[src/rtl/spi_slave_ctrl_pkg.sv]
// spi_slave_ctrl_pkg
//   Shared definitions for the SPI slave controller: register offsets,
//   CTRL/STATUS bit positions, reset values, the register-select enum and
//   a helper that builds the RX word-length mask.
//   No ports (package).
package spi_slave_ctrl_pkg;

  // Register byte offsets inside the window
  localparam int unsigned REG_CTRL   = 32'h0;
  localparam int unsigned REG_STATUS = 32'h4;
  localparam int unsigned REG_TXDATA = 32'h8;
  localparam int unsigned REG_RXDATA = 32'hC;

  // CTRL bit positions
  localparam int CTRL_EN          = 0;
  localparam int CTRL_CPOLPHA_LSB = 1;
  localparam int CTRL_LEN_LSB     = 3;
  localparam int CTRL_IE_RX       = 7;
  localparam int CTRL_IE_TXE      = 8;
  localparam int CTRL_IE_ERR      = 9;
  localparam int CTRL_W           = 10;

  // STATUS bit positions
  localparam int ST_RX_COUNT_LSB = 0;
  localparam int ST_TX_COUNT_LSB = 5;
  localparam int ST_RX_EMPTY     = 10;
  localparam int ST_RX_FULL      = 11;
  localparam int ST_TX_EMPTY     = 12;
  localparam int ST_TX_FULL      = 13;
  localparam int ST_RX_OVF       = 14;
  localparam int ST_TX_UNF       = 15;

  // FIFO occupancy counters are 5 bits wide, which caps DEPTH at 16
  localparam int CNT_W = 5;

  localparam logic [3:0] LEN_RESET     = 4'd7;
  localparam logic [1:0] CPOLPHA_RESET = 2'd0;
  localparam logic [CTRL_W-1:0] CTRL_RESET = {3'b000, LEN_RESET, CPOLPHA_RESET, 1'b0};

  typedef enum logic [2:0] {
    SEL_NONE,
    SEL_CTRL,
    SEL_STATUS,
    SEL_TXDATA,
    SEL_RXDATA
  } reg_sel_e;

  // Keeps bits 0..len of a received word, clears everything above
  function automatic logic [15:0] len_mask(input logic [3:0] len);
    logic [15:0] m;
    for (int i = 0; i < 16; i++) begin
      m[i] = (i <= int'(len));
    end
    return m;
  endfunction

endpackage

[src/rtl/spi_slave_ctrl_fifo.sv]
// sync_fifo
//   Single-clock FIFO used for both the TX and RX queues of the SPI slave
//   controller. A push and a pop in the same cycle are both carried out; a
//   pop of an empty FIFO does nothing, and a push into a full FIFO only
//   succeeds when a pop frees the slot in the same cycle. The head word is
//   presented combinationally and reads 0 while the FIFO is empty.
// Ports:
//   clk, rstn      clock, synchronous active-low reset
//   flush          discard all contents (wins over a same-cycle push)
//   push, wdata    write request and data
//   pop            read request (advances the head)
//   rdata          current head, 0 when empty
//   count          occupancy, 0..DEPTH
//   full, empty    occupancy flags
module sync_fifo
  import spi_slave_ctrl_pkg::*;
#(
  parameter int WIDTH = 16,
  parameter int DEPTH = 8
) (
  input  logic             clk,
  input  logic             rstn,
  input  logic             flush,
  input  logic             push,
  input  logic [WIDTH-1:0] wdata,
  input  logic             pop,
  output logic [WIDTH-1:0] rdata,
  output logic [CNT_W-1:0] count,
  output logic             full,
  output logic             empty
);

  localparam int PW = (DEPTH > 1) ? $clog2(DEPTH) : 1;

  logic [WIDTH-1:0] mem [DEPTH];
  logic [PW-1:0]    wr_ptr;
  logic [PW-1:0]    rd_ptr;
  logic             do_push;
  logic             do_pop;

  assign empty = (count == '0);
  assign full  = (count == CNT_W'(DEPTH));

  // A pop is real only when there is something to pop; a push into a full
  // FIFO is accepted only if that real pop makes room in the same cycle.
  assign do_pop  = pop & ~empty;
  assign do_push = push & (~full | do_pop);

  assign rdata = empty ? '0 : mem[rd_ptr];

  // Pointers and count; pointers are log2(DEPTH) bits and wrap on overflow
  always_ff @(posedge clk) begin
    if (!rstn || flush) begin
      wr_ptr <= '0;
      rd_ptr <= '0;
      count  <= '0;
    end else begin
      if (do_push) wr_ptr <= wr_ptr + 1'b1;
      if (do_pop)  rd_ptr <= rd_ptr + 1'b1;
      case ({do_push, do_pop})
        2'b10:   count <= count + 1'b1;
        2'b01:   count <= count - 1'b1;
        default: count <= count;
      endcase
    end
  end

  // Storage is not reset; the pointers alone decide what is valid
  always_ff @(posedge clk) begin
    if (rstn && !flush && do_push) begin
      mem[wr_ptr] <= wdata;
    end
  end

endmodule

[src/rtl/spi_slave_ctrl.sv]
// spi_slave_ctrl
//   Register-mapped controller for the SPI slave datapath. Owns the TX and
//   RX FIFOs, drives the slave's mode and word length, holds the slave in
//   reset while disabled, and raises a level interrupt.
//   Optional feature macro: SPI_SLAVE_CTRL_IRQ_EN. When defined, the IE
//   bits in CTRL and the interrupt logic exist; otherwise o_irq is 0 and
//   CTRL[9:7] read 0.
// Ports:
//   clk, rstn            clock, synchronous active-low reset
//   i_addr, i_wr, i_rd   register bus address and one-cycle strobes
//   i_wdata, o_rdata     bus write data, registered read data
//   o_irq                level interrupt
//   o_spi_rstn           reset to the slave datapath (registered rstn & EN)
//   o_CPolPha, o_LEN     SPI mode and word length minus 1
//   o_dataTX, i_rd_TX    TX head to shift out, consume pulse
//   i_wr_RX, i_dataRX    received-word pulse and data
module spi_slave_ctrl
  import spi_slave_ctrl_pkg::*;
#(
  parameter int DEPTH = 8,
  parameter int AW    = 4
) (
  input  logic          clk,
  input  logic          rstn,
  input  logic [AW-1:0] i_addr,
  input  logic          i_wr,
  input  logic          i_rd,
  input  logic [31:0]   i_wdata,
  output logic [31:0]   o_rdata,
  output logic          o_irq,
  output logic          o_spi_rstn,
  output logic [1:0]    o_CPolPha,
  output logic [3:0]    o_LEN,
  output logic [15:0]   o_dataTX,
  input  logic          i_rd_TX,
  input  logic          i_wr_RX,
  input  logic [15:0]   i_dataRX
);

  logic [CTRL_W-1:0] ctrl;
  logic [CTRL_W-1:0] ctrl_next;
  logic              rx_ovf;
  logic              tx_unf;
  logic              rx_ovf_next;
  logic              tx_unf_next;
  reg_sel_e          sel;

  logic              en;
  logic [3:0]        len;
  logic              ctrl_wr;
  logic              status_wr;
  logic              flush;
  logic              tx_push;
  logic              tx_pop_req;
  logic              rx_push_req;
  logic              rx_pop;
  logic              rx_ovf_set;
  logic              tx_unf_set;

  logic [15:0]       rx_head;
  logic [15:0]       rx_wdata;
  logic [CNT_W-1:0]  tx_count;
  logic [CNT_W-1:0]  rx_count;
  logic              tx_full;
  logic              tx_empty;
  logic              rx_full;
  logic              rx_empty;

  logic [31:0]       status;
  logic [31:0]       rdata_next;
  logic              irq_next;

  assign en  = ctrl[CTRL_EN];
  assign len = ctrl[CTRL_LEN_LSB +: 4];

  // Address decode into a register select
  always_comb begin
    sel = SEL_NONE;
    if (i_addr == AW'(REG_CTRL))        sel = SEL_CTRL;
    else if (i_addr == AW'(REG_STATUS)) sel = SEL_STATUS;
    else if (i_addr == AW'(REG_TXDATA)) sel = SEL_TXDATA;
    else if (i_addr == AW'(REG_RXDATA)) sel = SEL_RXDATA;
  end

  assign ctrl_wr   = i_wr & (sel == SEL_CTRL);
  assign status_wr = i_wr & (sel == SEL_STATUS);
  assign tx_push   = i_wr & (sel == SEL_TXDATA);
  assign rx_pop    = i_rd & (sel == SEL_RXDATA);

  // Only a write that actually turns EN off flushes; it overrides any push
  // landing in the same cycle because the FIFOs give flush priority.
  assign flush = ctrl_wr & en & ~i_wdata[CTRL_EN];

  // The slave side is ignored while disabled
  assign tx_pop_req  = i_rd_TX & en;
  assign rx_push_req = i_wr_RX & en;

  // A full RX FIFO still accepts a word if the bus pops in the same cycle
  assign rx_ovf_set = rx_push_req & rx_full & ~rx_pop;
  assign tx_unf_set = tx_pop_req & tx_empty;

  assign rx_wdata = i_dataRX & len_mask(len);

  sync_fifo #(
    .WIDTH (16),
    .DEPTH (DEPTH)
  ) u_tx_fifo (
    .clk   (clk),
    .rstn  (rstn),
    .flush (flush),
    .push  (tx_push),
    .wdata (i_wdata[15:0]),
    .pop   (tx_pop_req),
    .rdata (o_dataTX),
    .count (tx_count),
    .full  (tx_full),
    .empty (tx_empty)
  );

  sync_fifo #(
    .WIDTH (16),
    .DEPTH (DEPTH)
  ) u_rx_fifo (
    .clk   (clk),
    .rstn  (rstn),
    .flush (flush),
    .push  (rx_push_req),
    .wdata (rx_wdata),
    .pop   (rx_pop),
    .rdata (rx_head),
    .count (rx_count),
    .full  (rx_full),
    .empty (rx_empty)
  );

  // CTRL update: mode and length are frozen while the slave is enabled
  always_comb begin
    ctrl_next = ctrl;
    if (ctrl_wr) begin
      ctrl_next[CTRL_EN] = i_wdata[CTRL_EN];
      if (!en) begin
        ctrl_next[CTRL_LEN_LSB+3:CTRL_CPOLPHA_LSB] = i_wdata[CTRL_LEN_LSB+3:CTRL_CPOLPHA_LSB];
      end
`ifdef SPI_SLAVE_CTRL_IRQ_EN
      ctrl_next[CTRL_IE_ERR:CTRL_IE_RX] = i_wdata[CTRL_IE_ERR:CTRL_IE_RX];
`endif
    end
  end

  // Sticky flags: a new event in the clearing cycle keeps the flag set
  always_comb begin
    rx_ovf_next = (rx_ovf & ~(status_wr & i_wdata[ST_RX_OVF])) | rx_ovf_set;
    tx_unf_next = (tx_unf & ~(status_wr & i_wdata[ST_TX_UNF])) | tx_unf_set;
  end

  always_comb begin
    status = '0;
    status[ST_RX_COUNT_LSB +: CNT_W] = rx_count;
    status[ST_TX_COUNT_LSB +: CNT_W] = tx_count;
    status[ST_RX_EMPTY]              = rx_empty;
    status[ST_RX_FULL]               = rx_full;
    status[ST_TX_EMPTY]              = tx_empty;
    status[ST_TX_FULL]               = tx_full;
    status[ST_RX_OVF]                = rx_ovf;
    status[ST_TX_UNF]                = tx_unf;
  end

  // Read mux; RXDATA returns the head, which is already 0 when empty
  always_comb begin
    rdata_next = '0;
    case (sel)
      SEL_CTRL:   rdata_next = 32'(ctrl);
      SEL_STATUS: rdata_next = status;
      SEL_RXDATA: rdata_next = {16'h0000, rx_head};
      default:    rdata_next = '0;
    endcase
  end

  always_comb begin
    irq_next = 1'b0;
`ifdef SPI_SLAVE_CTRL_IRQ_EN
    irq_next = (ctrl[CTRL_IE_RX]  & ~rx_empty) |
               (ctrl[CTRL_IE_TXE] & tx_empty & en) |
               (ctrl[CTRL_IE_ERR] & (rx_ovf | tx_unf));
`endif
  end

  // Register state and the registered outputs. o_spi_rstn follows EN one
  // cycle late; the reset branch supplies the rstn term.
  always_ff @(posedge clk) begin
    if (!rstn) begin
      ctrl       <= CTRL_RESET;
      rx_ovf     <= 1'b0;
      tx_unf     <= 1'b0;
      o_rdata    <= '0;
      o_irq      <= 1'b0;
      o_spi_rstn <= 1'b0;
      o_CPolPha  <= CPOLPHA_RESET;
      o_LEN      <= LEN_RESET;
    end else begin
      ctrl       <= ctrl_next;
      rx_ovf     <= rx_ovf_next;
      tx_unf     <= tx_unf_next;
      if (i_rd) o_rdata <= rdata_next;
      o_irq      <= irq_next;
      o_spi_rstn <= en;
      o_CPolPha  <= ctrl[CTRL_CPOLPHA_LSB +: 2];
      o_LEN      <= len;
    end
  end

endmodule

[config.mk]
export PLATFORM = sky130hd
export DESIGN_NAME = spi_slave_ctrl
export DESIGN_NICKNAME = d
export VERILOG_FILES = /design/src/rtl/spi_slave_ctrl_pkg.sv /design/src/rtl/spi_slave_ctrl_fifo.sv /design/src/rtl/spi_slave_ctrl.sv
export SDC_FILE = /design/constraint.sdc
export NUM_CORES = 1
export LEC_CHECK = 0
export BUFFER_PORTS_ARGS = -buffer_cell sky130_fd_sc_hd__buf_2
export CAP_MARGIN = 20
export CORE_AREA = 10 10 173 175
export DETAILED_ROUTE_END_ITERATION = 7
export DIE_AREA = 0 0 183 185
export GPL_TIMING_DRIVEN = 0
export HOLD_SLACK_MARGIN = 0.03
export PLACE_DENSITY = 0.68
export SLEW_MARGIN = 20
export SYNTH_ARGS = -nofsm -noshare
export SYNTH_HDL_FRONTEND = slang
export SYNTH_HIERARCHICAL = 1
export SYNTH_SLANG_ARGS = --single-unit
[constraint.sdc]
create_clock -name clk -period 3.53 [get_ports clk]
set_input_delay 0 -clock clk [delete_from_list [all_inputs] [get_ports clk]]
set_output_delay 0 -clock clk [all_outputs]
set_load 0.02 [all_outputs]
==> results.json, run 1 <==
{
  "synth_top_area_cell": "edfxtp_1",
  "cpPeakStageDelay_ps": 570,
  "drv_slew": 0,
  "gp_congestion": 0.822,
  "rr_worst_depth": 6,
  "place_hpwl_mm": 20.3,
  "maxSlewHeadroom_pct": 36.5,
  "synth-simple-area-share_pct": 6.82,
  "start_util_pct": 49.2,
  "hold_depth": 2,
  "placed_cell_area_um2": 14200,
  "worstHoldStart": "i_dataRX[7]",
  "first_global_vias": 7627,
  "synthCells": 801,
  "arrival_ps": 3270,
  "worst_pin_slew_ps": 953,
  "synth_area_um2": 13100,
  "rr_endpoint": "u_rx_fifo/mem[5][10]",
  "rows": 60,
  "setup_viol": 0,
  "port_buffers": 79,
  "track_usage_pct": 17.4,
  "grt_max_degree": 14,
  "dieArea_um2": 33900,
  "layout_min_cycle_time_ps": 3060,
  "h-tree-depth": 2,
  "hp-class": "primary input to flop",
  "grt_pass1_wl_mm": 45.1,
  "status": "complete, no violations",
  "io_pins": 114,
  "cts_sinks": 316,
  "path_buf_inv": 6,
  "via_count": 7506,
  "wirelength_mm": 29.2,
  "postSynthAreaPerCell_um2": 16.3,
  "grt.overflow.total": 0,
  "yosys.area_share.xor_xnor_pct": 0.937,
  "cts_buffers": 35,
  "diodes": 0,
  "coreArea_um2": 26600,
  "cts_root_buf": "clkbuf_16",
  "die_w_um": 183,
  "crit_type": "primary input to flop",
  "nets": 1061,
  "drtAntennaViolNets": 0,
  "cts.clk_slew.worst_paths_ps": 60,
  "seq_area_um2": 8890,
  "crit_fanout": 10,
  "drc": 0,
  "clock-skew-final_ps": 14.9,
  "holdPathEnd": "u_rx_fifo/mem[3][7]",
  "synth_area_leaders": "edfxtp_1 59%, mux4_2 11%, dfxtp_1 9.2%",
  "fillers": 2039,
  "path_cells": "dlygate4sd3_1 -> buf_6 -> buf_2 -> inv_1 -> nor3_1 -> clkbuf_1 -> o31ai_4 -> or3_1 -> nor2_2 -> buf_8",
  "hold_viol_final": 0,
  "start_kind": "primary input",
  "final_area_um2": 15700,
  "area_growth_pct": 20.2,
  "rsz0062_at_grt": "no",
  "dr.pass1.iters": 5,
  "path_delay_family": "buffers and inverters",
  "synth_flop_cell": "edfxtp_1",
  "viasPerCell": 5.53,
  "cts_tree": "done",
  "power_density_nw_per_um2": 489,
  "maxCapViolCount": 0,
  "ys_warn_count": 6,
  "crit_required_ps": 3740,
  "reg2reg_slack_ps": 610,
  "fmax_mhz": 327,
  "synth_top_cell_area_share_pct": 58.8,
  "antenna_found_initial": 1,
  "synth_top_family_by_area": "multiplexers",
  "vdd_ir_drop_max_v": 0.000410,
  "synth-adder-area-share_pct": 1.26,
  "muxShareOfSynthArea_pct": 15.7,
  "die-height_um": 185,
  "clkLatencyLatePin_ps": 520,
  "cp_slowest_cell": "nor2_2",
  "drt_iter0_markers": 584,
  "synth-seq-area-share_pct": 67.9,
  "final_util_pct": 59.1,
  "clock_path_buffers": 3,
  "synth_edf_count": 256,
  "p_leak_nw": 5.39,
  "synth-seq-cells": 316,
  "cts-resized-gates": 0,
  "multi_input_area_um2": 3890,
  "async_flop_share_pct": 0,
  "synth_cell_type_count": 59,
  "wire_per_inst_um": 21.5,
  "worstReg2RegStart": "ctrl[0]",
  "fin_crit_sh_pct": 86.6,
  "cp-end-kind": "flop",
  "synth_compound_area_share_pct": 4.10,
  "drive_above_1_share_pct": 27.8
}
-- what timing repair did --
item	CTS	global route
setup buffers	0	0
hold endpoints to repair	270	0
hold buffers	38	0
-- cells in the final DEF, fill, tap and decap left out, types with 7 or more instances in the layout --
cell	instances
nor2b_1	8
o21ai_0	13
nand2b_1	12
o22ai_1	9
and2_1	13
conb_1	17
buf_4	23
mux2i_1	50
buf_6	13
a22oi_1	7
dlygate4sd3_1	38
mux4_2	64
clkbuf_1	38
xnor2_1	10
inv_1	30
mux2_2	10
a21oi_1	7
ha_1	10
nand2_1	25
dfxtp_1	60
clkbuf_16	37
nor2_1	63
nor3_1	9
edfxtp_1	256
nor2_2	14
buf_2	90
-- cell families after synthesis --
logic type,Yosys count
compound gates,71
xor+xnor,14
buf+inv,85
other cells,1
simple gates,178
fa+ha+maj,12
mux,124
flops,316
-- worst reg2reg max path, stage by stage (launching register included) --
cell and delay, ps:
dfxtp_1 510, and2_1 240, clkbuf_1 410, o31ai_4 190, or3_1 460, nor2_2 590
buf_6 240
-- synth_stat cells, types with 4 or more instances --
cell type  count
edfxtp_1     256
nand2b_1      12
dfxtp_1       60
buf_4         17
ha_1          10
clkbuf_1      24
o21ai_0       13
mux2i_1       50
o21ai_2        4
buf_2         11
xnor2_1       10
a21oi_1        7
or3_1          4
mux2_2        10
xor2_1         4
a22oi_1        7
nor2b_1        8
nor2_1        75
nor3_1        13
nand2_1       25
nor4_1         5
inv_1         30
and2_1        13
o22ai_1        9
mux4_2        64
-- cell type report --
cell class | instances | share of cell area (%)
Inverter | 30 | 0.716
Clock inverter | 10 | 0.597
Sequential cell | 316 | 56.5
Clock buffer | 53 | 6.40
Buffer | 55 | 1.95
Multi-Input combinational cell | 416 | 24.8
Tap cell | 341 | 2.71
Timing Repair Buffer | 137 | 6.32
-- worst max-delay path by stage --
stage	startpoint	end	slack, ps	depth (start not counted)
2_1_floorplan	i_addr[3]	u_tx_fifo/mem[1][0]	400	8
3_3_place_gp	i_addr[3]	u_tx_fifo/mem[0][14]	-1110	8
3_5_place_dp	i_addr[3]	u_tx_fifo/mem[2][8]	550	9
4_1_cts	i_addr[3]	u_tx_fifo/mem[2][6]	490	10
5_1_grt	i_addr[3]	u_tx_fifo/mem[2][6]	280	10
6_report	i_addr[3]	u_tx_fifo/mem[2][8]	470	10
-- state kept, by name (all words and copies together) (netlist names), named ones only --
register          count
u_tx_fifo/rd_ptr      3
o_LEN                 4
u_tx_fifo/count       5
o_rdata              16
ctrl                  7
u_rx_fifo/rd_ptr      3
u_rx_fifo/wr_ptr      3
u_rx_fifo/mem       128
o_CPolPha             2
rx_ovf                1
u_tx_fifo/mem       128
u_tx_fifo/wr_ptr      3
o_spi_rstn            1
u_rx_fifo/count       5
tx_unf                1
-- power by group --
group	leakage [nW]	internal [mW]	switching, mW	total, mW
combinational	2.10	0.0877	0.126	0.214
sequential	2.75	4.02	0.00485	4.02
clock	0.534	2.06	1.39	3.45
total	5.39	6.16	1.52	7.68
-- metal layers --
metal | up-vias | wire length, um | global-route usage (%)
li1 | 3437 | - | -
met1 | 3785 | 12200 | 22.2
met2 | 233 | 14600 | 29.6
met3 | 51 | 1720 | 3.61
met4 | 0 | 655 | 4.79
met5 | - | 0 | 0
-- stage by stage --
| step | power, mW | hold slack [ps] | cells | setup TNS [ps] | setup WS [ps] |
|---|---|---|---|---|---|
| 3_3_place_gp | 4.27 | 270 | 1237 | -69250 | -1110 |
| 4_1_cts | 7.75 | 36.7 | 1358 | 0 | 491 |
| 5_1_grt | 7.94 | 80.1 | 1358 | 0 | 276 |
| 2_1_floorplan | 4.20 | 90.6 | 817 | 0 | 397 |
| 3_5_place_dp | 4.28 | 280 | 1257 | 0 | 548 |
| 6_report | 7.68 | 56.5 | 1358 | 0 | 471 |
No activity file was read; power rests on OpenSTA's default activity.
==> inputs of run 2 (changes only) <==
- BUFFER_PORTS_ARGS: -buffer_cell sky130_fd_sc_hd__buf_2 -> not set
- DONT_BUFFER_PORTS: not set -> 1
- PLACE_DENSITY: 0.68 -> not set
==> results.json, run 2 (same netlist as run 1, synthesis figures left out) <==
{
  "status": "complete, no violations",
  "hold_viol_final": 0,
  "drive_above_1_share_pct": 22.0,
  "grt_pass1_wl_mm": 45.9,
  "fillers": 2100,
  "maxSlewHeadroom_pct": 33.8,
  "clock_path_buffers": 3,
  "post-place-ws_ps": 443,
  "crit_required_ps": 3920,
  "path_delay_family": "buffers and inverters",
  "cts_sinks": 316,
  "maxCapViolCount": 0,
  "cp-end-kind": "flop",
  "reg2reg_slack_ps": 300,
  "cpPeakStageDelay_ps": 560,
  "cts_root_buf": "clkbuf_16",
  "p_leak_nw": 5.06,
  "cts-resized-gates": 0,
  "cts_tree": "done",
  "place_hpwl_mm": 21.1,
  "clkLatencyLatePin_ps": 520,
  "wl_met3_mm": 1.52,
  "cts_buffers": 34,
  "first_global_vias": 7618,
  "final_util_pct": 57.9,
  "clock-skew-final_ps": 22.0,
  "drc": 0,
  "place_inst": 1178,
  "rsz0062_at_grt": "no",
  "viasPerCell": 5.62,
  "track_usage_pct": 17.9,
  "area_growth_pct": 17.7,
  "wirelength_mm": 30.1,
  "path_buf_inv": 3,
  "whs_ps": 20.8,
  "worst_slack_ps": 298,
  "hp-class": "primary input to flop",
  "cp_slowest_cell": "mux4_2",
  "via_count": 7217,
  "die_w_um": 183,
  "vdd_ir_drop_max_v": 0.000429,
  "fmax_mhz": 309,
  "cts_setup_buffers": 0,
  "cts.clk_slew.worst_paths_ps": 60,
  "gp_congestion": 0.810,
  "final_cell_mix": "256 x edfxtp_1, 64 x mux4_2, 63 x nor2_1, 60 x dfxtp_1, 50 x mux2i_1",
  "dr.pass1.iters": 5,
  "grt_max_degree": 14,
  "p_total_mw": 7.69,
  "dieArea_um2": 33900,
  "path_cells": "clkbuf_1 -> buf_2 -> mux4_2 -> mux2i_1 -> nor2_1 -> mux2_2 -> a22oi_1 -> o21ai_0 -> dlygate4sd3_1",
  "arrival_ps": 3620,
  "h-tree-depth": 2,
  "worst_pin_slew_ps": 983,
  "fin_cells": 1284,
  "maxUsedRoutingLayer": "met4",
  "fin_crit_sh_pct": 91.6,
  "crit_type": "flop to flop",
  "crit_fanout": 10,
  "port_buffers": 0,
  "io_pins": 114,
  "power_density_nw_per_um2": 499,
  "drt-met1-wl_mm": 12.1,
  "drtAntennaViolNets": 0,
  "dr_wl_met2_mm": 15.7,
  "nets": 987,
  "drt_iter0_markers": 537,
  "wire_per_inst_um": 23.5,
  "coreArea_um2": 26600,
  "reg_top3": "u_rx_fifo/mem (128), u_tx_fifo/mem (128), o_rdata (16)",
  "final_common_cell": "edfxtp_1",
  "drv_slew": 0,
  "cts_hold_buffers": 44,
  "setup_viol": 0,
  "grt.overflow.total": 0,
  "start_util_pct": 49.2,
  "start_kind": "flop",
  "antenna_found_initial": 1,
  "die-height_um": 185,
  "rows": 60,
  "layout_min_cycle_time_ps": 3230
}
## run 2: worst paths after layout
| kind | start | end | depth (start not counted) |
|---|---|---|---|
| setup reg to reg | flop | o_rdata[3] | 9 |
| hold reg to reg | rx_ovf | rx_ovf | 2 |
| hold / removal | i_addr[3] | o_rdata[5] | 4 |
| setup / recovery | flop | o_rdata[3] | 9 |
## run 2: metal layers
metal,global-route usage [%],vias up
met3,4.15,49
met5,0,-
li1,-,3288
met2,31.7,175
met1,21.3,3705
met4,5.44,0
## run 2: metrics by stage
stage               setup TNS (ps)  instance area (um2)
global route                     0                15400
global placement            -64870                13600
CTS                              0                15400
finish                           0                15400
floorplan                        0                13100
detailed placement               0                13800
## run 2: tightest hold or removal path, cell delays in order
cell and delay, ps:
buf_6 130, mux2_2 160, a22oi_1 70, o21ai_0 130
## run 2: cell type report
type,count,area (um2),share of cell area [%]
multi-input combinational,416,3880,25.2
buffer,55,307,1.99
inverter,30,113,0.731
antenna,2,5.00,0.0325
clock buffer,46,958,6.23
sequential,316,8890,57.7
clock inverter,14,150,0.975
tap,341,427,2.77
timing repair buffer,64,662,4.30
## run 2: report_power, final
| part | switching, mW | internal [mW] |
|---|---|---|
| registers | 0.00610 | 4.02 |
| clock network | 1.41 | 2.07 |
| logic | 0.117 | 0.0717 |
| total | 1.53 | 6.15 |
==> inputs of run 3 (changes only) <==
- PLACE_DENSITY_LB_ADDON: not set -> 0.25
==> results.json, run 3 (same netlist as run 1, synthesis figures left out) <==
{
  "die-height_um": 185,
  "cts_setup_buffers": 0,
  "p_total_mw": 7.64,
  "wire_per_inst_um": 22.7,
  "wirelength_mm": 29.1,
  "dieArea_um2": 33900,
  "power_density_nw_per_um2": 498,
  "crit_top_cell": "clkbuf_1",
  "place_hpwl_mm": 19.8,
  "drv_slew": 0,
  "reg_top3": "u_rx_fifo/mem (128), u_tx_fifo/mem (128), o_rdata (16)",
  "setup_viol": 0,
  "worst_pin_slew_ps": 1010,
  "coreArea_um2": 26600,
  "final_common_cell": "edfxtp_1",
  "start_kind": "flop",
  "arrival_ps": 3710,
  "fin_crit_sh_pct": 94.8,
  "fillers": 2040,
  "crit_fanout": 10,
  "io_pins": 114,
  "drt_iter0_markers": 556,
  "grt.overflow.total": 0,
  "cts_tree": "done",
  "status": "complete, no violations",
  "clock-skew-final_ps": 17.1,
  "rows": 60,
  "drive_above_1_share_pct": 21.8,
  "path_delay_family": "buffers and inverters",
  "maxSlewHeadroom_pct": 31.8,
  "cp-end-kind": "flop",
  "start_util_pct": 49.2,
  "clock_path_buffers": 3,
  "placed_cell_area_um2": 13800,
  "final_cell_mix": "256 x edfxtp_1, 64 x mux4_2, 63 x nor2_1, 60 x dfxtp_1, 50 x mux2i_1",
  "rsz0062_at_grt": "no",
  "port_buffers": 0,
  "first_global_vias": 7377,
  "area_growth_pct": 17.4,
  "cp_slowest_cell": "clkbuf_1",
  "h-tree-depth": 2,
  "final_area_um2": 15400,
  "cts_sinks": 316,
  "via_count": 7147,
  "dr.pass1.iters": 5,
  "track_usage_pct": 17.4,
  "antenna_found_initial": 3,
  "hp-class": "primary input to flop",
  "drc": 0,
  "maxCapViolCount": 0,
  "cts_buffers": 34,
  "crit_required_ps": 3890,
  "die_w_um": 183,
  "layout_min_cycle_time_ps": 3350,
  "grt_max_degree": 17,
  "hold_viol_final": 0,
  "cts.clk_slew.worst_paths_ps": 60,
  "p_leak_nw": 5.04,
  "path_buf_inv": 3,
  "viasPerCell": 5.57,
  "cpPeakStageDelay_ps": 750,
  "crit_type": "flop to flop",
  "gp_congestion": 0.815,
  "nets": 986,
  "path_cells": "clkbuf_1 -> clkbuf_1 -> mux2i_1 -> nor2_1 -> mux2_2 -> a22oi_1 -> dlygate4sd3_1 -> o21ai_0",
  "grt_pass1_wl_mm": 44.8,
  "fmax_mhz": 299,
  "vdd_ir_drop_max_v": 0.000345,
  "cts_root_buf": "clkbuf_16",
  "drtAntennaViolNets": 0,
  "clkLatencyLatePin_ps": 500
}
## run 3: where the power goes
part	switching [mW]	leakage, nW	internal [mW]
clock network	1.40	0.522	2.03
logic	0.119	1.76	0.0720
registers	0.00611	2.75	4.02
total	1.52	5.04	6.12
## run 3: area by class of cell
class	count	area [um2]	share of cell area, %
flip-flops and latches	316	8890	57.9
multi-input cells	416	3890	25.3
clock buffers	43	895	5.83
repair buffers	63	648	4.22
well taps	341	427	2.78
plain buffers	55	308	2.00
clock inverters	17	186	1.21
inverters	30	113	0.733
diodes	1	2.50	0.0163
## run 3: routing by layer
metal | part of all wire, % | GRT usage, % | routed length [um] | vias to the layer above
met3 | 6.6 | 4.31 | 1910 | 53
met1 | 42 | 22.2 | 12300 | 3599
met4 | 2.3 | 5.61 | 658 | 4
li1 | - | - | - | 3291
met2 | 49 | 28.8 | 14200 | 200
met5 | 0.079 | 0 | 23 | -
## run 3: worst paths after layout
kind,from,end,slack (ps),cells after the start
max,flop,o_rdata[5],180,8
min,i_wr,u_tx_fifo/count[3],60,5
max reg2reg,flop,o_rdata[5],180,8
min reg2reg,rx_ovf,rx_ovf,510,2
## run 3: repair_timing
action | 4_1_cts | 5_1_grt
resized for setup | 0 | 2
hold endpoints to repair | 280 | 0
endpoints found under the setup margin | 0 | 5
hold buffers | 43 | 0
## run 3: worst register-to-register path: stages, from the launching register on
cell and delay (ps):
dfxtp_1 300, clkbuf_1 430, clkbuf_1 760, mux2i_1 530, nor2_1 70, mux2_2 280
a22oi_1 160, dlygate4sd3_1 600, o21ai_0 80
## run 3: through the flow
stage | setup TNS (ps) | setup slack [ps] | cells | hold WS [ps] | utilization [%]
finish | 0 | 185 | 1282 | 61.3 | 57.8
global route | 0 | 68.7 | 1282 | 98.0 | 57.8
CTS | 0 | 182 | 1281 | 41.9 | 57.8
detailed placement | 0 | 230 | 1178 | 99.3 | 52.1
global placement | -90660 | -1320 | 1158 | 97.2 | 51.1
floorplan | 0 | 397 | 817 | 90.6 | -
